`src/rtl/div_check.sv`:
```
// div_check: measures period and high time of a divided clock, sampled as
// data in the source clock domain, and flags deviations from N_EXP.
module div_check #(
  parameter int unsigned N_EXP    = 7,
  parameter int unsigned CW       = 16,
  parameter int unsigned LOCK_CNT = 4
) (
  input  logic          clk,
  input  logic          rst_n,
  input  logic          clk_in,
  input  logic          en,
  output logic [CW-1:0] period,
  output logic [CW-1:0] high_cnt,
  output logic          meas_valid,
  output logic          err,
  output logic          timeout,
  output logic          locked,
  output logic [7:0]    err_cnt
);

  localparam int unsigned   GW      = (LOCK_CNT < 1) ? 1 : $clog2(LOCK_CNT + 1);
  localparam logic [CW-1:0] NEXP_C  = CW'(N_EXP);
  localparam logic [CW-1:0] HLO_C   = CW'(N_EXP / 2);
  localparam logic [CW-1:0] HHI_C   = CW'((N_EXP + 1) / 2);
  // Timeout counter value on the TO-th consecutive cycle without a rise.
  localparam logic [CW-1:0] TO_LAST = CW'(4 * N_EXP - 1);
  localparam logic [GW-1:0] LOCK_C  = GW'(LOCK_CNT);

  typedef enum logic [1:0] {
    S_IDLE,
    S_SYNC,
    S_MEAS
  } state_t;

  state_t        state_q, state_d;
  logic          d_q;
  logic [CW-1:0] cnt_q, cnt_d;
  logic [CW-1:0] hcnt_q, hcnt_d;
  logic [CW-1:0] to_q, to_d;
  logic [GW-1:0] good_q, good_d;
  logic [CW-1:0] period_q, period_d;
  logic [CW-1:0] high_q, high_d;
  logic          mv_q, mv_d;
  logic          err_q, err_d;
  logic          tof_q, tof_d;
  logic [7:0]    errc_q, errc_d;

  logic          rise;
  logic          to_fire;
  logic          meas_good;
  logic [7:0]    errc_inc;
  logic [CW-1:0] cnt_inc;
  logic [CW-1:0] hcnt_inc;
  logic [GW-1:0] good_inc;

  assign rise      = clk_in & ~d_q;
  // A rise on the TO-th quiet cycle is a normal edge, so it masks the timeout.
  assign to_fire   = (to_q == TO_LAST) && !rise;
  assign meas_good = (cnt_q == NEXP_C) && ((hcnt_q == HLO_C) || (hcnt_q == HHI_C));
  assign errc_inc  = (errc_q == 8'hFF) ? errc_q : errc_q + 8'd1;
  assign cnt_inc   = (cnt_q == '1) ? cnt_q : cnt_q + 1'b1;
  assign hcnt_inc  = (hcnt_q == '1) ? hcnt_q : hcnt_q + 1'b1;
  assign good_inc  = (good_q == LOCK_C) ? good_q : good_q + 1'b1;

  // Next-state and measurement logic; en=0 overrides every state.
  always_comb begin
    state_d  = state_q;
    cnt_d    = cnt_q;
    hcnt_d   = hcnt_q;
    to_d     = to_q;
    good_d   = good_q;
    period_d = period_q;
    high_d   = high_q;
    mv_d     = 1'b0;
    err_d    = 1'b0;
    tof_d    = tof_q;
    errc_d   = errc_q;

    if (!en) begin
      state_d = S_IDLE;
      cnt_d   = '0;
      hcnt_d  = '0;
      to_d    = '0;
      good_d  = '0;
      tof_d   = 1'b0;
      errc_d  = '0;
    end else begin
      case (state_q)
        S_IDLE: begin
          state_d = S_SYNC;
          cnt_d   = '0;
          hcnt_d  = '0;
          to_d    = '0;
        end
        S_SYNC: begin
          if (rise) begin
            state_d = S_MEAS;
            cnt_d   = CW'(1);
            hcnt_d  = CW'(1);
            to_d    = '0;
            tof_d   = 1'b0;
          end else if (to_fire) begin
            err_d   = 1'b1;
            tof_d   = 1'b1;
            errc_d  = errc_inc;
            good_d  = '0;
            to_d    = '0;
          end else begin
            to_d    = to_q + 1'b1;
          end
        end
        S_MEAS: begin
          if (rise) begin
            period_d = cnt_q;
            high_d   = hcnt_q;
            mv_d     = 1'b1;
            cnt_d    = CW'(1);
            hcnt_d   = CW'(1);
            to_d     = '0;
            if (meas_good) begin
              good_d = good_inc;
            end else begin
              err_d  = 1'b1;
              errc_d = errc_inc;
              good_d = '0;
            end
          end else if (to_fire) begin
            state_d = S_SYNC;
            err_d   = 1'b1;
            tof_d   = 1'b1;
            errc_d  = errc_inc;
            good_d  = '0;
            to_d    = '0;
            cnt_d   = '0;
            hcnt_d  = '0;
          end else begin
            to_d  = to_q + 1'b1;
            cnt_d = cnt_inc;
            if (clk_in) begin
              hcnt_d = hcnt_inc;
            end
          end
        end
        default: begin
          state_d = S_IDLE;
        end
      endcase
    end
  end

  // State and output registers with synchronous active-low reset.
  always_ff @(posedge clk) begin
    if (!rst_n) begin
      state_q  <= S_IDLE;
      d_q      <= 1'b0;
      cnt_q    <= '0;
      hcnt_q   <= '0;
      to_q     <= '0;
      good_q   <= '0;
      period_q <= '0;
      high_q   <= '0;
      mv_q     <= 1'b0;
      err_q    <= 1'b0;
      tof_q    <= 1'b0;
      errc_q   <= '0;
    end else begin
      state_q  <= state_d;
      d_q      <= clk_in;
      cnt_q    <= cnt_d;
      hcnt_q   <= hcnt_d;
      to_q     <= to_d;
      good_q   <= good_d;
      period_q <= period_d;
      high_q   <= high_d;
      mv_q     <= mv_d;
      err_q    <= err_d;
      tof_q    <= tof_d;
      errc_q   <= errc_d;
    end
  end

  assign period     = period_q;
  assign high_cnt   = high_q;
  assign meas_valid = mv_q;
  assign err        = err_q;
  assign timeout    = tof_q;
  assign locked     = (good_q == LOCK_C);
  assign err_cnt    = errc_q;

endmodule

```
`config.mk`:
```
export PLATFORM = sky130hd
export DESIGN_NAME = div_check
export DESIGN_NICKNAME = d
export VERILOG_FILES = /design/src/rtl/div_check.sv
export SDC_FILE = /design/constraint.sdc
export NUM_CORES = 1
export LEC_CHECK = 0
export BUFFER_PORTS_ARGS = -buffer_cell sky130_fd_sc_hd__buf_4
export CAP_MARGIN = 25
export CORE_ASPECT_RATIO = 1.25
export CORE_MARGIN = 2
export CORE_UTILIZATION = 45
export CTS_BUF_LIST = sky130_fd_sc_hd__clkbuf_2
export CTS_CLUSTER_DIAMETER = 50
export CTS_CLUSTER_SIZE = 25
export DETAILED_ROUTE_END_ITERATION = 8
export GPL_TIMING_DRIVEN = 0
export PLACE_DENSITY = 0.66
export SKIP_CTS_REPAIR_TIMING = 1
export SYNTH_ARGS = -nofsm -noshare
export SYNTH_HDL_FRONTEND = slang
export SYNTH_SLANG_ARGS = --single-unit
```
`constraint.sdc`:
```
create_clock -name clk -period 2.25 [get_ports clk]
set_input_delay 0.45 -clock clk [delete_from_list [all_inputs] [get_ports clk]]
set_output_delay 0.45 -clock clk [all_outputs]
set_load 0.05 [all_outputs]
```
==> results.toml <==
[status]
status = "finished clean"

[timing]
whs_ns = 0.109
relSlewSlack_pct = 48.4
skew_ns = 0.0426
worstMarginPinSlew_ns = 0.774
fmax_mhz = 451
period_needed_ns = 2.22
slew_viol_final = 0
fin_crit_sh_pct = 98.6
finalHoldViolCount = 0
rsz0062_at_grt = "true"
setup_viol = 0

[critical_path]
cpLargestDelayFamily = "simple AND/OR/NAND/NOR gates"
worst_setup_path_start_kind = "flip-flop"
path_buf_inv = 0
r2r_start = "hcnt_q[1]$_SDFFE_PN0P_"
crit_arrival_ns = 2.71
end_kind = "flip-flop"
crit_slowest_cell = "or4_4"
critPathMaxFanout = 10
worstPathCellList = "ha_1, nand3_2, or4_4, and3_1, a31oi_1, a311oi_1"
worstSetupStartpoint = "hcnt_q[1]$_SDFFE_PN0P_"
rrSetupSlack_ns = 0.03
cp_data_required_time_ns = 2.74
cpPeakStageDelay_ns = 0.57
crit_type = "reg2reg"

[placed_design]
detailed_place_hpwl_microns = 10500
dpl.cell_count = 794
port_buffers = 46
gp_congestion = 0.940
dpl-instance-area_sq_mm = 0.00555

[min_path]
hp-start = "clk_in"
hp-class = "in2reg"

[layout]
layout.cells.non_filler = 826
diodes = 0
syn_to_final_growth_pct = 18.4
fillers = 1033
layout-drive-gt1-share_pct = 21.0
finalInstanceArea_sq_mm = 0.00596
fin_nets = 702

[die]
core_area_sq_mm = 0.0110
die_height_microns = 122
row_count = 43
io_pins = 48
dieArea_sq_mm = 0.0121
initial_core_util_pct = 45.9
die_w_microns = 98.6

[clocking]
cts.path.max_buffers = 2
cts_tree = "done"
cts_buffers = 9
clkTransAtPathRegs_ns = 0.27
clock-root-buffer = "clkbuf_2"
clock_latency_ns = 0.59
h-tree-depth = 3
cts_sinks = 97

[logic_synthesis]
async_reset_ff_share_pct = 0
seq_area_frac_synth_pct = 38.6
yosysMostFrequentCell = "nand2_1"
avgSynthCellArea_sq_um = 8.21
netlist_area_sq_mm = 0.00503
synth_top_area_share_pct = 38.6
syn_inst = 613
ys_types = 59
yosysWarnings = 0
synth_top_area_cell = "dfxtp_1"
synthTopCellsByArea = "dfxtp_1, nand2_1, a21boi_0"
syn-num-nets = 628
ys_ff_latch = 97
synth_edf_count = 0
synth-main-ff-cell = "dfxtp_1"
synth_common_cells = "nand2_1, dfxtp_1, a21boi_0, nor2_1, clkbuf_1"

[detailed_routing]
totalWireLength_microns = 14800
drt_iter0_drc = 475
dr.pass1.iters = 5
drc = 0
wl_per_cell_microns = 18.0
num_vias = 4946
ant_nets = 0
viasPerCell = 5.99

[grt]
grt_max_degree = 16
grt_pass1_wl_microns = 23300
grt_remaining_overflow = 0
grt.total_usage_pct = 24.2
first_global_vias = 4551
antenna_found_initial = 0

[power]
p_switching_mw = 0.738
p_seq_share_pct = 62.3
p_sw_share_pct = 26.6
pwr_density_cell_mw_per_mm2 = 466
p_leak_nw = 2.00
combPwrFrac_pct = 7.2
max-vdd-ir-drop_mv = 0.330
clkPwrFrac_pct = 30.5
intPower_mw = 2.04

[run]
maxCapViolCount = 0
[worst reg2reg max path: cells and delay by family, from the launching register on]
kind	cells	cell delay [ns]
simple gates	3	1.09
fa+ha+maj	1	0.24
flops	1	0.45
compound gates	2	0.34
[cells by family after synthesis]
group	after synthesis	synth area share (%)
DFF	97	38.6
muxes	1	0.224
AOI/OAI and AO/OA	159	22.4
and+or+nand+nor	274	29.1
xor gates and xnor gates	12	2.09
buffers and inverters	59	4.92
adders and majority gates	11	2.73
[flip-flops by register name (all words and copies together) (netlist names)]
name,cells
cnt_q,16
hcnt_q,16
high_cnt,16
good_q,3
to_q,16
err,1
err_cnt,8
d_q,1
period,16
timeout,1
state_q,2
meas_valid,1
[power groups by stage]
stage	Sequential, mW	Clock [mW]	Combinational [mW]
finish	1.73	0.847	0.199
global route	1.73	0.928	0.213
CTS	1.73	0.856	0.166
detailed placement	1.76	0	0.165
global placement	1.76	0	0.163
floorplan	1.76	0	0.109
[routing by layer]
layer | wire length (microns) | vias up | GRT usage (%)
met2 | 7200 | 195 | 40.8
met1 | 6320 | 2316 | 31.0
met5 | 0 | - | 0
met4 | 412 | 0 | 9.59
met3 | 904 | 35 | 3.93
li1 | - | 2400 | -
[metrics by stage]
stage	TNS [ns]	setup WS (ns)	total power, mW	util (%)
floorplan	0	0.0495	1.87	-
global placement	-18.93	-0.658	1.93	50.5
detailed placement	-20.51	-0.710	1.93	50.5
CTS	-23.60	-0.754	2.75	51.5
global route	-0.0359	-0.0236	2.87	54.3
finish	0	0.0315	2.77	54.3
[final timing paths]
check | depth (start not counted) | to
setup / recovery | 6 | hcnt_q[2]$_SDFFE_PN0P_
hold / removal | 2 | d_q$_SDFF_PN0_
setup reg to reg | 6 | hcnt_q[2]$_SDFFE_PN0P_
hold reg to reg | 2 | high_cnt[11]$_SDFFE_PN0P_
[area by class of cell]
cell class                 instances  area, sq um  share of cell area [%]
clock inverter                     6         60.1                    1.01
multi-input combinational        457         2950                    49.4
tap                              135          169                    2.83
inverter                          20         78.8                    1.32
timing repair buffer              66          495                    8.31
buffer                            36          203                    3.40
sequential                        97         1960                    32.9
clock buffer                       9         45.0                   0.756
[layout by cell type, fill, tap and decap left out, drive strengths merged, types with 5 or more instances in the layout]
cell and count:
nor4 15, a311oi 14, nand4 17, nand3 25, ha 11, a211oi 11, a31oi 15, xor2 8
o21ai 22, a21oi 22, o31ai 9, nand2b 5, clkbuf 37, inv 19, or4 11, a21boi 33
buf 74, and4 5, nand2 105, and2 9, dfxtp 97, and3 14, o211ai 5, nor2 33
nor3 14, o21a 5
Note: power is estimated with default switching activity, not from simulation.
